**config.mk**
```make
export PLATFORM = sky130hd
export DESIGN_NAME = led_sched
export DESIGN_NICKNAME = d
export VERILOG_FILES = /design/src/rtl/led_pkg.sv /design/src/rtl/tick_gen.sv /design/src/rtl/led_sched.sv
export SDC_FILE = /design/constraint.sdc
export NUM_CORES = 1
export LEC_CHECK = 0
export ABC_AREA = 1
export CAP_MARGIN = 20
export CORE_MARGIN = 1.5
export CORE_UTILIZATION = 58
export DETAILED_ROUTE_END_ITERATION = 8
export PLACE_DENSITY = 0.79
export SLEW_MARGIN = 0
export SYNTH_ARGS = -nofsm -noshare
export SYNTH_HDL_FRONTEND = slang
export SYNTH_SLANG_ARGS = --single-unit
```
**constraint.sdc**
```tcl
create_clock -name clk -period 2.7 [get_ports clk]
set_clock_uncertainty 0.1 [all_clocks]
set_input_delay 0.405 -clock clk [delete_from_list [all_inputs] [get_ports clk]]
set_output_delay 0.405 -clock clk [all_outputs]
set_load 0.05 [all_outputs]
```
**src/rtl/led_pkg.sv**
```systemverilog
// Shared state encoding and default timing for the LED blink scheduler.
package led_pkg;

  typedef enum logic [1:0] {
    ST_IDLE = 2'd0,
    ST_ON   = 2'd1,
    ST_OFF  = 2'd2,
    ST_GAP  = 2'd3
  } led_state_t;

  localparam int DEF_TICK_DIV  = 240;    // 10 us at 24 MHz
  localparam int DEF_ON_TICKS  = 15000;  // 150 ms
  localparam int DEF_OFF_TICKS = 15000;  // 150 ms
  localparam int DEF_GAP_TICKS = 50000;  // 500 ms
  localparam int DEF_PWM_BITS  = 7;

  function automatic int max3(input int a, input int b, input int c);
    int m;
    m = (a > b) ? a : b;
    return (m > c) ? m : c;
  endfunction

endpackage

```
**src/rtl/tick_gen.sv**
```systemverilog
// Free-running prescaler producing a one-cycle tick on wrap; clr realigns it to 0.
module tick_gen
  import led_pkg::*;
#(
  parameter int TICK_DIV = DEF_TICK_DIV
) (
  input  logic clk,
  input  logic reset_n,
  input  logic clr,
  output logic tick
);

  localparam int CW = (TICK_DIV > 1) ? $clog2(TICK_DIV) : 1;
  localparam logic [CW-1:0] LAST = CW'(TICK_DIV - 1);

  logic [CW-1:0] cnt_reg;

  assign tick = (cnt_reg == LAST) && !clr;

  always_ff @(posedge clk or negedge reset_n) begin
    if (!reset_n) begin
      cnt_reg <= '0;
    end else if (clr || cnt_reg == LAST) begin
      cnt_reg <= '0;
    end else begin
      cnt_reg <= cnt_reg + 1'b1;
    end
  end

endmodule

```
**src/rtl/led_sched.sv**
```systemverilog
// Two-requester LED blink scheduler: round-robin grant, then ON/OFF blinks
// and a dark guard gap, with a low-duty PWM on the granted colour's LED.
module led_sched
  import led_pkg::*;
#(
  parameter int TICK_DIV  = DEF_TICK_DIV,
  parameter int ON_TICKS  = DEF_ON_TICKS,
  parameter int OFF_TICKS = DEF_OFF_TICKS,
  parameter int GAP_TICKS = DEF_GAP_TICKS,
  parameter int PWM_BITS  = DEF_PWM_BITS
) (
  input  logic       clk,
  input  logic       reset_n,
  input  logic [1:0] req,
  input  logic [3:0] count0,
  input  logic [3:0] count1,
  output logic [1:0] ack,
  output logic       busy,
  output logic       LED_GREEN,
  output logic       LED_RED
);

  localparam int TW = $clog2(max3(ON_TICKS, OFF_TICKS, GAP_TICKS)) + 1;
  localparam logic [TW-1:0] ON_LAST  = TW'(ON_TICKS - 1);
  localparam logic [TW-1:0] OFF_LAST = TW'(OFF_TICKS - 1);
  localparam logic [TW-1:0] GAP_LAST = TW'(GAP_TICKS - 1);

  led_state_t    state_reg, state_next;
  logic [TW-1:0] timer_reg;
  logic [TW-1:0] phase_last;
  logic [3:0]    remain_reg, remain_next;
  logic [3:0]    count_sel;
  logic          colour_reg, colour_next;
  logic          last_reg, last_next;
  logic          armed_reg;
  logic          led_green_reg, led_red_reg;
  logic          tick, phase_done, pwm_on;
  logic          grant_valid, grant_idx;

  tick_gen #(.TICK_DIV(TICK_DIV)) u_tick_gen (
    .clk     (clk),
    .reset_n (reset_n),
    .clr     (grant_valid),
    .tick    (tick)
  );

  // armed_reg holds off grants until one full clock after reset release.
  assign grant_valid = (state_reg == ST_IDLE) && armed_reg && (req != 2'b00);
  assign grant_idx   = (req == 2'b11) ? ~last_reg : req[1];
  assign count_sel   = grant_idx ? count1 : count0;
  assign ack         = grant_valid ? (grant_idx ? 2'b10 : 2'b01) : 2'b00;
  // Busy also covers the accepting cycle so ack is never seen with busy low.
  assign busy        = (state_reg != ST_IDLE) || grant_valid;

  always_comb begin
    phase_last = GAP_LAST;
    unique case (state_reg)
      ST_ON:   phase_last = ON_LAST;
      ST_OFF:  phase_last = OFF_LAST;
      default: phase_last = GAP_LAST;
    endcase
  end

  assign phase_done = tick && (timer_reg == phase_last);
  assign pwm_on     = (state_reg == ST_ON) && (&timer_reg[PWM_BITS-1:0]);

  always_comb begin
    state_next  = state_reg;
    remain_next = remain_reg;
    colour_next = colour_reg;
    last_next   = last_reg;
    unique case (state_reg)
      ST_IDLE: begin
        if (grant_valid) begin
          last_next   = grant_idx;
          colour_next = grant_idx;
          remain_next = count_sel;
          state_next  = (count_sel == 4'd0) ? ST_GAP : ST_ON;
        end
      end
      ST_ON: begin
        if (phase_done) begin
          state_next  = ST_OFF;
          remain_next = remain_reg - 4'd1;
        end
      end
      ST_OFF: begin
        if (phase_done) begin
          state_next = (remain_reg != 4'd0) ? ST_ON : ST_GAP;
        end
      end
      default: begin
        if (phase_done) begin
          state_next = ST_IDLE;
        end
      end
    endcase
  end

  always_ff @(posedge clk or negedge reset_n) begin
    if (!reset_n) begin
      state_reg     <= ST_IDLE;
      timer_reg     <= '0;
      remain_reg    <= '0;
      colour_reg    <= 1'b0;
      last_reg      <= 1'b1;
      armed_reg     <= 1'b0;
      led_green_reg <= 1'b1;
      led_red_reg   <= 1'b1;
    end else begin
      state_reg  <= state_next;
      remain_reg <= remain_next;
      colour_reg <= colour_next;
      last_reg   <= last_next;
      armed_reg  <= 1'b1;
      // Timer restarts on every phase change; it stops at the phase end so never wraps.
      if ((state_next != state_reg) || grant_valid) begin
        timer_reg <= '0;
      end else if (tick && (state_reg != ST_IDLE)) begin
        timer_reg <= timer_reg + 1'b1;
      end
      led_green_reg <= !(pwm_on && !colour_reg);
      led_red_reg   <= !(pwm_on && colour_reg);
    end
  end

  assign LED_GREEN = led_green_reg;
  assign LED_RED   = led_red_reg;

endmodule

```
==> impl_metrics.json, run 1 <==
{
  "end_kind": "flip-flop",
  "rsz0062_at_grt": "no",
  "postRouteAntennaNets": 0,
  "intPower_mw": 1.155,
  "cts_buffers": 5,
  "post-route-util": 0.6957,
  "critPathKind": "flip-flop to flip-flop",
  "overflow": 0,
  "synth-seq-cells": 36,
  "firstDrtPassIters": 4,
  "setup_viol": 0,
  "start_util": 0.6082,
  "min_period_ns": 2.465,
  "tns_ns": 0,
  "io_buffers": 16,
  "drt_wl_total_um": 4332,
  "grt_max_degree": 37,
  "antenna_found_initial": 0,
  "largest_reg_flops": 17,
  "syn_nets": 297,
  "clock_latency_ns": 0.29,
  "fin_crit_sh": 0.9130,
  "p_leak_nw": 1.136,
  "regArea_um2": 904.6,
  "cts_hold_buffers": 0,
  "cts_root_buf": "clkbuf_8",
  "tritoncts": "built",
  "seqPwrFrac": 0.348,
  "drt-initial-drc-count": 91,
  "comb_power_share": 0.455,
  "layout.nets": 319,
  "clk_pin_slew_ns": 0.08,
  "vias": 1807,
  "synth.area.top_cells": "dfrtp_1 (37%), nand2_1 (9.4%), inv_1 (6.0%), nor3_2 (5.4%), nor2_1 (4.9%)",
  "slew_headroom": 0.4767,
  "power_frac_clock": 0.198,
  "hold_viol": 0,
  "netlist.area_leader.share": 0.3681,
  "fmax_mhz": 405.6,
  "yosysSeqAreaShare": 0.4032,
  "cap_violations": 0,
  "synth_edf_count": 0,
  "area_growth_pct": 14.39,
  "gp_congestion": 0.8500,
  "multi_input_area_um2": 1159,
  "arrival_ns": 2.57,
  "grtUsageTotal": 0.2388,
  "coreArea_um2": 3689,
  "synth_area_um2": 2243,
  "layout_common_cells": "nand2_1 (56), inv_1 (36), dfrtp_1 (33)",
  "num_antenna_cells": 0,
  "ff2ff_setup_slack_ns": 0.23,
  "clockBufferDepth": 2,
  "postCtsSetupRepairBufs": 0,
  "drc_errors": 0,
  "start_kind": "flip-flop",
  "grt_first_pass_wirelength_um": 7700,
  "outcome": "finished clean",
  "vias_per_cell": 5.193,
  "critPathMaxFanout": 17,
  "io_pins": 17,
  "switching_share": 0.4365,
  "filler_cell_count": 308,
  "cp.required_ns": 2.80,
  "hpwl_um": 3160,
  "synthCells": 277,
  "p_per_area_nw_per_um2": 799.0,
  "final_common_cell": "nand2_1",
  "cts_resized": 0,
  "yosys.area.top_type": "dfrtp_1",
  "die_area_um2": 4250,
  "instances_no_fill": 348,
  "worst_pin_slew_ns": 0.7850,
  "ys_async_sr_fraction": 1.000,
  "drv_slew": 0,
  "avgRoutedWirePerCell_um": 12.45,
  "htree_levels": 2,
  "yosys_most_used_dff": "dfrtp_1",
  "yosysWarningCount": 0,
  "die_h_um": 65.19,
  "p_switching_mw": 0.8950,
  "dpl.cell_count": 340,
  "avgSynthCellArea_um2": 8.099,
  "drive_gt1_frac": 0.1633,
  "hold_class": "primary input to asynchronous set/reset pin",
  "ys_types": 36,
  "grt_pass1_vias": 1764,
  "peakVddDrop_v": 0.0005782,
  "num_rows": 22,
  "numClockSinks": 36,
  "fp.dieW_um": 65.19
}
path summary, 6_finish.rpt:
| path | startpoint | endpoint | cells after the start |
|---|---|---|---|
| setup / recovery | state_reg[1] | timer_reg[7] | 14 |
| hold / removal | reset_n | timer_reg[3] | 1 |
| setup reg to reg | state_reg[1] | timer_reg[7] | 14 |
| hold reg to reg | colour_reg | LED_RED | 1 |
| max in group asynchronous | reset_n | timer_reg[15] | 1 |
| min in group clk | colour_reg | LED_RED | 1 |
Yosys cell counts, types with 2 or more instances:
master / n
nand3_2: 2
a21oi_1: 7
nor3_2: 12
dfstp_2: 3
nand3_1: 14
nand4_1: 4
xnor2_1: 6
nor3_1: 13
nand2_1: 56
ha_1: 8
and3_1: 2
nor2_1: 29
inv_1: 36
o21ai_0: 12
inv_2: 4
dfrtp_1: 33
nand2_2: 3
nor3b_1: 2
nor2_2: 6
xor2_1: 8
nor2_4: 2
power by group through the flow:
stage	combinational, mW	clock, mW	sequential [mW]
floorplan	0.748	0	0.705
global placement	0.920	0	0.720
detailed placement	0.936	0	0.722
CTS	0.942	0.416	0.712
global route	1.05	0.437	0.726
finish	0.933	0.405	0.713
layer usage:
| layer | share of wire | track usage |
|---|---|---|
| met5 | 0 | 0 |
| met4 | 0.012 | 0.09375 |
| met3 | 0.029 | 0.05651 |
| met2 | 0.48 | 0.3954 |
| met1 | 0.47 | 0.3020 |
worst max-delay path, stage by stage (launching register included):
cell and delay, ns:
dfrtp_1 0.45, inv_1 0.12, ha_1 0.34, inv_1 0.06
nor2_1 0.12, nand2_1 0.06, nand2_1 0.07, nand2_2 0.06
o21bai_1 0.17, nand2_1 0.07, nand2_1 0.06, nand2_1 0.06
nand3_1 0.11, nand3_4 0.26, nor3_1 0.25
cells by family after synthesis:
group           share of synthesized area
xor+xnor                          0.05466
flops                              0.4032
buf+inv                           0.08031
simple gates                       0.3514
other cells                      0.001672
compound gates                    0.05968
mux                              0.004462
fa+ha+maj                         0.04462
per-stage QoR:
stage	hold WS, ns	setup slack (ns)	power [mW]	instance area (um2)
after floorplan	0.009409	0.2170	1.453	2243
after global placement	0.3472	0.2630	1.640	2474
after detailed placement	0.3503	0.2127	1.658	2474
after CTS	0.1103	0.2379	2.069	2566
after global routing	0.1485	0.0009326	2.214	2566
final	0.08487	0.2348	2.050	2566
cell type report:
class,count,share of cell area
Inverter,40,0.05851
Clock inverter,2,0.003901
Tap cell,48,0.02340
Sequential cell,36,0.3525
Clock buffer,6,0.03218
Timing Repair Buffer,18,0.07801
Multi-Input combinational cell,198,0.4515
Note: power is estimated with default switching activity, not from simulation.
==> run 2, diff against run 1 <==
- CELL_PAD_IN_SITES_DETAIL_PLACEMENT: not set -> 1
- CELL_PAD_IN_SITES_GLOBAL_PLACEMENT: not set -> 1
- CORE_UTILIZATION: 58 -> 44
- PLACE_DENSITY: 0.79 -> not set
- PLACE_DENSITY_LB_ADDON: not set -> 0.1
==> run 2 against run 1 <==
Fmax down 3.3%. Worst setup slack worse by 0.083 ns. Worst hold slack better by 0.0052 ns. Clock power up 3%. Sequential share of layout area down 1.4 points. Critical path depth up 3. Via count up 3.8%. First-iteration DRC count down 1.1%. Count of clock-buffer cells in the layout unchanged. Utilization down 14 points. Power up 14%. Sequential cell count unchanged. Critical path type unchanged. Largest cell class unchanged.
==> impl_metrics.json, run 2 (synthesized netlist as in run 1, its figures left out) <==
{
  "fin_crit_sh": 0.9437,
  "clk_pin_slew_ns": 0.08,
  "drt-initial-drc-count": 90,
  "hold_viol": 0,
  "final_common_cell": "nand2_1",
  "cts_root_buf": "clkbuf_8",
  "die_area_um2": 5536,
  "grtUsageTotal": 0.2104,
  "hold_ws_ns": 0.09007,
  "timing.rr.end": "timer_reg[3]",
  "largest_reg_flops": 17,
  "die_h_um": 74.41,
  "dr_wl_met3_um": 86,
  "rr_worst_depth": 17,
  "grt_max_degree": 37,
  "crit_end": "timer_reg[3]",
  "area_growth_pct": 19.41,
  "coreArea_um2": 4817,
  "numClockSinks": 36,
  "hold_class": "primary input to asynchronous set/reset pin",
  "r2r_start": "state_reg[0]",
  "fmax_mhz": 392.5,
  "critPathMaxFanout": 13,
  "num_rows": 25,
  "clockBufferDepth": 2,
  "min_period_ns": 2.548,
  "wl_met1_um": 2550,
  "p_per_area_nw_per_um2": 869.0,
  "io_pins": 17,
  "io_buffers": 16,
  "grt_pass1_vias": 1915,
  "hpwl_um": 3940,
  "place_ws_ns": 0.1240,
  "drive_gt1_frac": 0.1830,
  "gp_congestion": 0.7249,
  "total_power_mw": 2.328,
  "antenna_found_initial": 0,
  "postRouteAntennaNets": 0,
  "ff2ff_setup_slack_ns": 0.15,
  "fp.dieW_um": 74.41,
  "firstDrtPassIters": 4,
  "drc_errors": 0,
  "worst_slack_ns": 0.1519,
  "p_leak_nw": 1.169,
  "cts_hold_buffers": 0,
  "grt_first_pass_wirelength_um": 8769,
  "wl_met2_um": 2702,
  "start_kind": "flip-flop",
  "layout_common_cells": "nand2_1 (56), inv_1 (36), dfrtp_1 (32)",
  "cts_buffers": 5,
  "worst_pin_slew_ns": 0.8082,
  "start_util": 0.4657,
  "drv_slew": 0,
  "critPathLaunch": "state_reg[0]",
  "end_kind": "flip-flop",
  "peakVddDrop_v": 0.0003630,
  "htree_levels": 2,
  "critPathKind": "flip-flop to flip-flop",
  "slew_headroom": 0.4612,
  "drt_wl_total_um": 5418,
  "tritoncts": "built",
  "setup_viol": 0,
  "outcome": "finished clean",
  "num_antenna_cells": 0,
  "layout.nets": 325,
  "arrival_ns": 2.65,
  "post-route-util": 0.5561,
  "vias": 1875,
  "top_layer_used": "met4",
  "vias_per_cell": 5.027,
  "cap_violations": 0,
  "clock_latency_ns": 0.30,
  "overflow": 0,
  "avgRoutedWirePerCell_um": 14.53,
  "cp.required_ns": 2.80
}
-- run 2: cell types whose count changed in the layout (fill, tap and decap cells not counted), sizes merged --
| cell | previous run | this run |
|---|---|---|
| buf | 6 | 12 |
| clkinvlp | 0 | 2 |
| clkinv | 2 | 0 |
-- run 2: per-stage QoR --
stage | cell area, um2 | std cells | TNS [ns]
floorplan | 2243 | 277 | 0
global placement | 2505 | 360 | 0
detailed placement | 2505 | 360 | 0
CTS | 2603 | 368 | 0
global route | 2679 | 373 | -0.3799
finish | 2679 | 373 | 0
-- run 2: cell type report --
| type | count | area (um2) |
|---|---|---|
| clock buffer | 6 | 82.58 |
| clock inverter | 2 | 15.01 |
| fill | 609 | 2138 |
| inverter | 40 | 150.1 |
| multi-input combinational | 198 | 1159 |
| sequential | 36 | 905.9 |
| tap | 67 | 83.83 |
| timing repair buffer | 24 | 282.8 |
-- run 2: critical path, stage by stage, from the launching register on --
cell,delay (ns)
dfrtp_1,0.45
inv_1,0.10
ha_1,0.33
inv_1,0.08
nor2_1,0.11
nand2_1,0.06
nand2_1,0.08
nand2_2,0.07
nor2_2,0.12
inv_2,0.07
nand2_1,0.09
nand2_1,0.09
nand2_1,0.10
nand2_1,0.09
nand2_4,0.10
nor2_8,0.05
buf_12,0.14
nor3_1,0.22
-- run 2: report_power, final --
part           internal [mW]  total [mW]  leakage (nW)  switching, mW
sequential             0.643       0.716         0.469         0.0735
clock                  0.207       0.418        0.0434          0.212
combinational          0.484        1.19         0.657          0.709
total                   1.33        2.33          1.17          0.994
-- run 2: timing repair --
item,CTS,global route
resized for setup,0,1
buffers inserted,0,5
setup endpoints to repair,0,6
-- run 2: worst min-delay path by stage --
stage	to	start	cells past startpoint	slack, ns
after floorplan	armed_reg	reset_n	0	0.009
after global placement	u_tick_gen.cnt_reg[0]	u_tick_gen.cnt_reg[0]	1	0.35
after detailed placement	u_tick_gen.cnt_reg[0]	u_tick_gen.cnt_reg[0]	1	0.35
after CTS	timer_reg[5]	reset_n	1	0.11
after global routing	timer_reg[5]	reset_n	1	0.14
final	timer_reg[5]	reset_n	1	0.09
-- run 2: per-layer routing --
layer	vias to the layer above	track usage
met1	915	0.2722
met3	6	0.04065
met5	-	0
li1	944	-
met2	10	0.3522
met4	0	0.07273
==> run 3, diff against run 2 <==
- CORE_UTILIZATION: 44 -> 39
- clock period: 2.7 -> 2.2 ns (I/O delays scaled with it)
==> run 3 against run 2 <==
Routed wire length increased by 7.2%. Die area increased by 12%. Cell count increased by 9.1%. Combinational power increased by 60%. Via count increased by 6.1%. Cell area increased by 12%. Sequential power increased by 21%. Global-route usage decreased by 1.2 points. The run now ends with negative setup slack left.
==> impl_metrics.json, run 3 (synthesized netlist as in run 1, its figures left out) <==
{
  "outcome": "finished with violations",
  "violations": "negative setup slack",
  "io_pins": 17,
  "grt_first_pass_wirelength_um": 9535,
  "hold_viol": 0,
  "avgRoutedWirePerCell_um": 14.27,
  "area_growth_pct": 34.13,
  "seqPwrFrac": 0.264,
  "num_rows": 27,
  "layout_common_cells": "nand2_1 (53), dfrtp_1 (33), inv_1 (31), buf_4 (31), nor2_1 (25)",
  "cts_root_buf": "clkbuf_8",
  "worst_slack_ns": -0.06560,
  "final_cell_area_um2": 3009,
  "die_h_um": 78.85,
  "p_switching_mw": 1.357,
  "numClockSinks": 36,
  "power_frac_clock": 0.154,
  "critPathMaxStageDelay_ns": 0.39,
  "cap_violations": 0,
  "htree_levels": 2,
  "cp_cell_sequence": "inv_2 > ha_4 > nor2_2 > nand2_1 > nand2_1 > nand2_2 > o21bai_1 > nand2_1 > nand2_1 > nand2_2 > nand2_2 > nand2_4 > nor2_8 > clkbuf_16 > nor3_2",
  "drv_slew": 0,
  "cp.required_ns": 2.28,
  "switching_share": 0.4147,
  "fin_crit_sh": 1.030,
  "arrival_ns": 2.35,
  "clock_latency_ns": 0.29,
  "filler_cell_count": 659,
  "place_ws_ns": -0.2084,
  "postRouteAntennaNets": 0,
  "firstDrtPassIters": 4,
  "num_antenna_cells": 0,
  "cpMaxStageDelayCell": "dfrtp_1",
  "drt_wl_total_um": 5807,
  "clockBufferDepth": 2,
  "critPathMaxFanout": 4,
  "hpwl_um": 4035,
  "overflow": 0,
  "cts_buffers": 5,
  "final_common_cell": "nand2_1",
  "grt_max_degree": 37,
  "drc_errors": 0,
  "vias": 1990,
  "placed_area_um2": 2724,
  "tritoncts": "built",
  "rsz0062_at_grt": "yes",
  "io_buffers": 16,
  "hold_class": "primary input to asynchronous set/reset pin",
  "critPathKind": "flip-flop to flip-flop",
  "start_util": 0.4049,
  "layout.nets": 354,
  "drt-initial-drc-count": 67,
  "crit_top_cell": "nand2_1",
  "drive_gt1_frac": 0.3015,
  "gp_congestion": 0.7071,
  "intPower_mw": 1.915,
  "multi_input_area_um2": 1230,
  "setup_viol": 17,
  "peakVddDrop_v": 0.0006102,
  "coreArea_um2": 5540,
  "grt_pass1_vias": 2037,
  "worst_pin_slew_ns": 0.8338,
  "p_per_area_nw_per_um2": 1087,
  "end_kind": "flip-flop",
  "clk_pin_slew_ns": 0.08,
  "slew_headroom": 0.4441,
  "grtUsageTotal": 0.1980,
  "die_area_um2": 6217,
  "regArea_um2": 904.6,
  "comb_power_share": 0.582,
  "antenna_found_initial": 0,
  "rr_worst_depth": 15,
  "largest_reg_flops": 17,
  "min_period_ns": 2.266,
  "p_leak_nw": 1.328,
  "vias_per_cell": 4.889,
  "fmax_mhz": 441.4,
  "fp.dieW_um": 78.85,
  "start_kind": "flip-flop",
  "tns_ns": -0.8343
}
run 3: area by class of cell:
type,instances,area share
Multi-Input combinational cell,198,0.4087
Sequential cell,36,0.3006
Timing Repair Buffer,53,0.1771
Inverter,40,0.05239
Tap cell,72,0.02994
Clock buffer,7,0.02869
Clock inverter,1,0.002495
run 3: through the flow:
step	power [mW]	cells	hold slack (ns)	util
after floorplan	1.794	277	-0.06559	-
after global placement	2.313	389	0.3491	0.4916
after detailed placement	2.340	389	0.3534	0.4916
after CTS	3.065	402	0.05291	0.5239
after global routing	3.480	407	0.08222	0.5431
final	3.272	407	0.03568	0.5431
run 3: worst paths after layout:
| check | slack, ns | start | to |
|---|---|---|---|
| max reg2reg | -0.07 | state_reg[0] | timer_reg[2] |
| max in group asynchronous | 1.44 | reset_n | u_tick_gen.cnt_reg[3] |
| min in group clk | 0.36 | u_tick_gen.cnt_reg[0] | u_tick_gen.cnt_reg[0] |
| min reg2reg | 0.36 | u_tick_gen.cnt_reg[0] | u_tick_gen.cnt_reg[0] |
| min | 0.04 | reset_n | timer_reg[3] |
| max | -0.07 | state_reg[0] | timer_reg[2] |
run 3: worst max-delay path: cells and delay by family (launching register included):
| family | cells | cell delay [ns] |
|---|---|---|
| simple gates | 11 | 0.95 |
| flops | 1 | 0.39 |
| buf+inv | 2 | 0.28 |
| fa+ha+maj | 1 | 0.22 |
| compound gates | 1 | 0.20 |
run 3: what timing repair did:
item / in CTS / in global routing
resized for setup: 7 / 22
endpoints found under the setup margin: 18 / 22
cloned: 1 / 1
setup buffers: 4 / 4
hold buffers: 0 / 0
pin swaps: 0 / 13
run 3: per-layer routing:
| layer | vias up | wire (um) | GRT usage |
|---|---|---|---|
| li1 | 1000 | - | - |
| met1 | 963 | 2769 | 0.2599 |
| met2 | 21 | 2866 | 0.3302 |
| met3 | 6 | 117 | 0.04023 |
| met4 | 0 | 53 | 0.05789 |
| met5 | - | 0 | 0 |
run 3: power by group through the flow:
stage	Clock (mW)	Sequential, mW	Combinational, mW
after global placement	0	0.874	1.44
after global routing	0.548	0.881	2.05
after floorplan	0	0.867	0.927
final	0.505	0.863	1.90
after CTS	0.523	0.863	1.68
after detailed placement	0	0.875	1.47
